`src/rtl/mips_decode_alu_pkg.sv`:
```
// Shared constants and control bundle for the MIPS decode/execute slice.
package mips_decode_alu_pkg;

  localparam int unsigned DATA_W   = 32;
  localparam int unsigned OP_W     = 6;
  localparam int unsigned FUNCT_W  = 6;
  localparam int unsigned IMM_W    = 16;
  localparam int unsigned ALUCTL_W = 4;
  localparam int unsigned ALUOP_W  = 2;

  localparam logic [OP_W-1:0] OP_RTYPE = 6'b000000;
  localparam logic [OP_W-1:0] OP_LW    = 6'b100011;
  localparam logic [OP_W-1:0] OP_SW    = 6'b101011;
  localparam logic [OP_W-1:0] OP_BEQ   = 6'b000100;
  localparam logic [OP_W-1:0] OP_ADDI  = 6'b001000;

  localparam logic [FUNCT_W-1:0] F_ADD = 6'b100000;
  localparam logic [FUNCT_W-1:0] F_SUB = 6'b100010;
  localparam logic [FUNCT_W-1:0] F_AND = 6'b100100;
  localparam logic [FUNCT_W-1:0] F_OR  = 6'b100101;
  localparam logic [FUNCT_W-1:0] F_SLT = 6'b101010;
  localparam logic [FUNCT_W-1:0] F_NOR = 6'b100111;

  localparam logic [ALUCTL_W-1:0] ALU_AND = 4'b0000;
  localparam logic [ALUCTL_W-1:0] ALU_OR  = 4'b0001;
  localparam logic [ALUCTL_W-1:0] ALU_ADD = 4'b0010;
  localparam logic [ALUCTL_W-1:0] ALU_SUB = 4'b0110;
  localparam logic [ALUCTL_W-1:0] ALU_SLT = 4'b0111;
  localparam logic [ALUCTL_W-1:0] ALU_NOR = 4'b1100;

  localparam logic [ALUOP_W-1:0] ALUOP_ADD   = 2'b00;
  localparam logic [ALUOP_W-1:0] ALUOP_SUB   = 2'b01;
  localparam logic [ALUOP_W-1:0] ALUOP_FUNCT = 2'b10;

  typedef struct packed {
    logic               regdst;
    logic               alusrc;
    logic               memtoreg;
    logic               regwrite;
    logic               memread;
    logic               memwrite;
    logic               branch;
    logic [ALUOP_W-1:0] aluop;
  } ctrl_t;

endpackage

```
`src/rtl/mips_alu_core.sv`:
```
// Purely combinational 32-bit ALU selected by a 4-bit operation code.
module mips_alu_core
  import mips_decode_alu_pkg::*;
(
  input  logic [ALUCTL_W-1:0] ctl,
  input  logic [DATA_W-1:0]   a,
  input  logic [DATA_W-1:0]   b,
  output logic [DATA_W-1:0]   out_c
);

  always_comb begin
    out_c = '0;
    unique case (ctl)
      ALU_AND: out_c = a & b;
      ALU_OR:  out_c = a | b;
      ALU_ADD: out_c = a + b;
      ALU_SUB: out_c = a - b;
      ALU_SLT: out_c = ($signed(a) < $signed(b)) ? DATA_W'(1) : '0;
      ALU_NOR: out_c = ~(a | b);
      default: out_c = '0;
    endcase
  end

endmodule

```
`src/rtl/mips_decode_alu.sv`:
```
// ID/EX slice: main control decode, ALU control decode and a registered ALU.
module mips_decode_alu
  import mips_decode_alu_pkg::*;
#(
  parameter int unsigned W = DATA_W
) (
  input  logic                clk,
  input  logic                reset,
  input  logic                in_valid,
  input  logic [OP_W-1:0]     opcode,
  input  logic [FUNCT_W-1:0]  funct,
  input  logic [IMM_W-1:0]    imm,
  input  logic [W-1:0]        a,
  input  logic [W-1:0]        b,
  output logic                regdst,
  output logic                branch,
  output logic                memread,
  output logic                memwrite,
  output logic                memtoreg,
  output logic [ALUOP_W-1:0]  aluop,
  output logic                regwrite,
  output logic                alusrc,
  output logic [ALUCTL_W-1:0] aluctl,
  output logic [W-1:0]        result,
  output logic                zero,
  output logic                out_valid
);

  ctrl_t       ctrl;
  logic [W-1:0] alu_b;
  logic [W-1:0] alu_out;
  logic [W-1:0] result_d, result_q;
  logic         zero_d, zero_q;
  logic         out_valid_d, out_valid_q;

  // Main decode; unknown opcodes fall through as a NOP with no side effects.
  always_comb begin
    ctrl = '0;
    unique case (opcode)
      OP_RTYPE: ctrl = '{regdst: 1'b1, regwrite: 1'b1, aluop: ALUOP_FUNCT, default: 1'b0};
      OP_LW:    ctrl = '{alusrc: 1'b1, memtoreg: 1'b1, regwrite: 1'b1, memread: 1'b1,
                         aluop: ALUOP_ADD, default: 1'b0};
      OP_SW:    ctrl = '{alusrc: 1'b1, memwrite: 1'b1, aluop: ALUOP_ADD, default: 1'b0};
      OP_BEQ:   ctrl = '{branch: 1'b1, aluop: ALUOP_SUB, default: 1'b0};
      OP_ADDI:  ctrl = '{alusrc: 1'b1, regwrite: 1'b1, aluop: ALUOP_ADD, default: 1'b0};
      default:  ctrl = '0;
    endcase
  end

  assign regdst   = ctrl.regdst;
  assign alusrc   = ctrl.alusrc;
  assign memtoreg = ctrl.memtoreg;
  assign regwrite = ctrl.regwrite;
  assign memread  = ctrl.memread;
  assign memwrite = ctrl.memwrite;
  assign branch   = ctrl.branch;
  assign aluop    = ctrl.aluop;

  // ALU control; unknown funct and aluop 11 default to add.
  always_comb begin
    aluctl = ALU_ADD;
    unique case (ctrl.aluop)
      ALUOP_ADD: aluctl = ALU_ADD;
      ALUOP_SUB: aluctl = ALU_SUB;
      ALUOP_FUNCT: begin
        unique case (funct)
          F_ADD:   aluctl = ALU_ADD;
          F_SUB:   aluctl = ALU_SUB;
          F_AND:   aluctl = ALU_AND;
          F_OR:    aluctl = ALU_OR;
          F_SLT:   aluctl = ALU_SLT;
          F_NOR:   aluctl = ALU_NOR;
          default: aluctl = ALU_ADD;
        endcase
      end
      default:   aluctl = ALU_ADD;
    endcase
  end

  assign alu_b = ctrl.alusrc ? {{(W-IMM_W){imm[IMM_W-1]}}, imm} : b;

  mips_alu_core u_alu (
    .ctl   (aluctl),
    .a     (a),
    .b     (alu_b),
    .out_c (alu_out)
  );

  // Result and zero track the ALU every cycle; consumers qualify with out_valid.
  always_comb begin
    result_d    = alu_out;
    zero_d      = (alu_out == '0);
    out_valid_d = in_valid;
  end

  always_ff @(posedge clk) begin
    if (reset) begin
      result_q    <= '0;
      zero_q      <= 1'b0;
      out_valid_q <= 1'b0;
    end else begin
      result_q    <= result_d;
      zero_q      <= zero_d;
      out_valid_q <= out_valid_d;
    end
  end

  assign result    = result_q;
  assign zero      = zero_q;
  assign out_valid = out_valid_q;

endmodule

```
`config.mk`:
```
export PLATFORM = sky130hd
export DESIGN_NAME = mips_decode_alu
export DESIGN_NICKNAME = d
export VERILOG_FILES = /design/src/rtl/mips_decode_alu_pkg.sv /design/src/rtl/mips_alu_core.sv /design/src/rtl/mips_decode_alu.sv
export SDC_FILE = /design/constraint.sdc
export NUM_CORES = 1
export LEC_CHECK = 0
export CAP_MARGIN = 30
export CORE_MARGIN = 2
export CORE_UTILIZATION = 49
export CTS_BUF_LIST = sky130_fd_sc_hd__clkbuf_2
export DETAILED_ROUTE_END_ITERATION = 16
export HOLD_SLACK_MARGIN = 0.03
export PLACE_DENSITY = 0.77
export SYNTH_ARGS = -nofsm -noshare
export SYNTH_HDL_FRONTEND = slang
export SYNTH_SLANG_ARGS = --single-unit
```
`constraint.sdc`:
```
create_clock -name clk -period 7 [get_ports clk]
set_input_delay 1.05 -clock clk [delete_from_list [all_inputs] [get_ports clk]]
set_output_delay 1.05 -clock clk [all_outputs]
set_load 0.02 [all_outputs]
```
==> impl_metrics.tcl <==
set metrics [dict create \
    die_h_um 121 \
    worstSetupStartpointType "input pin" \
    power.density_mw_per_mm2 126 \
    rows 42 \
    worstHoldStart "in_valid" \
    ctsResizeCount 0 \
    regArea_um2 681 \
    fmax_ghz 0.160 \
    antenna_cells 0 \
    synthArstFlopShare_pct 0 \
    cts.hold.buffers_added 0 \
    synth_cell_types 82 \
    yosysMostFrequentCell "nand2_1" \
    worstMarginPinSlew_ns 0.713 \
    ys_warn_count 0 \
    wl_per_cell_um 18.5 \
    critPathCapture "zero" \
    path_clk_slew_ns 0.22 \
    startpoint "opcode[1]" \
    hpwl_mm 18.4 \
    critical_path_class "in2reg" \
    ys_top_cells_by_count "nand2_1, nor2_1, ha_1, inv_1, a21oi_1" \
    grtUsageTotal_pct 31.6 \
    synth_fp_nets 1174 \
    multi_input_area_mm2 0.00534 \
    io_pins 142 \
    ys_ff_latch 34 \
    via_per_inst 5.99 \
    grt_start_max_net_pins 33 \
    coreArea_mm2 0.0133 \
    ant_nets 0 \
    arrival_ns 6.65 \
    worstPathRequired_ns 7.41 \
    worst_hold_path_type "in2reg" \
    drtIter0Drc 934 \
    numClockSinks 34 \
    synth_area_mm2 0.00667 \
    worst-path-stages 21 \
    cap_viol_max_count 0 \
    grt_overflow_total 0 \
    critPathBufInv 3 \
    start_util_pct 50.2 \
    min_period_ns 6.24 \
    area_growth_syn_to_layout_pct 22.6 \
    cts_root_buf "clkbuf_2" \
    peakVddDrop_v 0.0000657 \
    synth_ff_type "dfxtp_1" \
    drc 0 \
    htreeDepth 2 \
    seq_area_frac_synth_pct 10.2 \
    cts.path.max_buffers 2 \
    hold_ws_ns 1.14 \
    leakagePower_uw 0.00374 \
    drt_wl_total_mm 23.4 \
    portBuffers 141 \
    path_cells "clkdlybuf4s50_1 -> nor3_1 -> nand2_1 -> a211o_2 -> clkinv_1 -> nand2_1 -> nand2_1 -> inv_1 -> ha_1 -> nor2_1 -> o31ai_1 -> or2_2 -> o21bai_1 -> a311oi_1 -> a211oi_1 -> or3_4 -> a211oi_2 -> nand4_1 -> or4_1 -> nor4_1 -> and4b_1" \
    cts_buffers 5 \
    antenna_found_initial 0 \
    cp_max_fo 14 \
    die_w_um 121 \
    crit_top_cell "nand2_1" \
    postCtsSetupBuffers 0 \
    nFillCells 1279 \
    crit_family "simple AND/OR/NAND/NOR gates" \
    crit_path_top_delay_cell "or4_1" \
    synthCells 979 \
    dr.pass1.iters 6 \
    outcome "finished, final reports clean" \
    rsz0062_at_grt "no" \
    endpoint_kind "flip-flop" \
    finalNetCount 1285 \
    cts_tree "yes" \
    drive_gt1_share_pct 5.22 \
    finalCritPeriodShare_pct 89.2 \
    slew_viol_final 0 \
    via_count 7592 \
    synth_edf_count 0 \
    avgSynthCellArea_um2 6.81 \
    max_stage_delay_ns 0.56 \
    place_congestion 1.02 \
    maxSlewHeadroom_pct 51.8 \
    finalSetupViolCount 0 \
    hold_violations 0 \
    yosysTopAreaCell "ha_1" \
    grt_pass1_wl_mm 36.8 \
    synthTopCellsByArea "ha_1, dfxtp_1, nand2_1" \
    die-area_mm2 0.0146 \
    first_global_vias 6953 \
    setup_tns_ns 0 \
    synth_top_area_share_pct 18.4 \
]
## cell usage in the layout (no fill, tap or decap), types with 5 or more instances in the layout
cell,netlist,layout
clkbuf_2,0,5
a31oi_1,13,13
o2111ai_1,5,5
xor2_1,6,6
o21ai_0,35,35
o31ai_1,19,19
a22oi_1,7,7
or2_2,5,5
nand3_1,20,20
inv_1,93,93
a211o_1,6,6
nand4_1,13,13
nor2b_1,9,9
a21o_1,16,16
buf_4,3,16
a211oi_1,14,14
nand2_1,130,130
clkdlybuf4s50_1,0,141
o21bai_1,11,11
and2_1,8,8
nand2b_1,9,9
clkinv_1,4,5
o21a_1,5,5
nor2_1,108,108
nor3_1,21,21
dfxtp_1,34,34
nor4_1,13,12
ha_1,98,98
a221o_1,10,10
xnor2_1,31,31
a21oi_1,78,78
o31a_1,5,5
o211ai_1,9,9
a221oi_1,10,10
## power breakdown
group / internal (uW) / total (uW) / switching [uW]
clock: 22.7 / 99.3 / 76.7
sequential: 223 / 230 / 7.09
combinational: 298 / 705 / 407
total: 544 / 1030 / 490
## worst min path at each step
| stage | end | slack [ns] | depth (start not counted) |
|---|---|---|---|
| 2_1_floorplan | out_valid | 1.18 | 1 |
| 3_3_place_gp | out_valid | 1.62 | 2 |
| 3_5_place_dp | out_valid | 1.62 | 2 |
| 4_1_cts | out_valid | 1.15 | 2 |
| 5_1_grt | out_valid | 1.12 | 2 |
| 6_report | out_valid | 1.14 | 2 |
## per-stage QoR
| stage | setup WS (ns) | utilization [%] | area [um^2] | instances | power (uW) |
|---|---|---|---|---|---|
| floorplan | 1.26 | - | 6670 | 979 | 677 |
| global placement | 0.438 | 61.2 | 8140 | 1259 | 921 |
| detailed placement | 0.375 | 61.2 | 8140 | 1259 | 921 |
| CTS | 0.833 | 61.5 | 8180 | 1267 | 1020 |
| global route | 0.400 | 61.5 | 8180 | 1267 | 1100 |
| finish | 0.758 | 61.5 | 8180 | 1267 | 1030 |
## kinds of logic (layout without fill, tap and decap cells)
group / count (synthesis) / count (layout) / share of synthesized area [%]
fa+ha+maj: 100 / 100 / 19.0
mux: 3 / 3 / 0.488
buf+inv: 150 / 262 / 9.79
simple gates: 371 / 371 / 26.3
xor+xnor: 37 / 37 / 4.86
compound gates: 284 / 284 / 29.4
flops: 34 / 34 / 10.2
## routing by layer
metal / vias to the layer above / GRT usage [%] / wire length, um
met5: - / 0 / 0
met4: 0 / 7.85 / 408
met3: 38 / 5.19 / 2360
met2: 433 / 48.7 / 10100
met1: 3455 / 45.7 / 10500
li1: 3666 / - / -
## registers in the layout (all words and copies together), names as in the netlist
name,flops
result,32
out_valid,1
zero,1
## layout make-up
| type | count | area share, % |
|---|---|---|
| timing repair buffer | 157 | 18.7 |
| multi-input combinational | 795 | 65.3 |
| sequential | 34 | 8.32 |
| clock buffer | 5 | 0.306 |
| inverter | 97 | 4.45 |
| clock inverter | 3 | 0.199 |
| tap | 176 | 2.69 |
(Power assumes the default switching activity.)
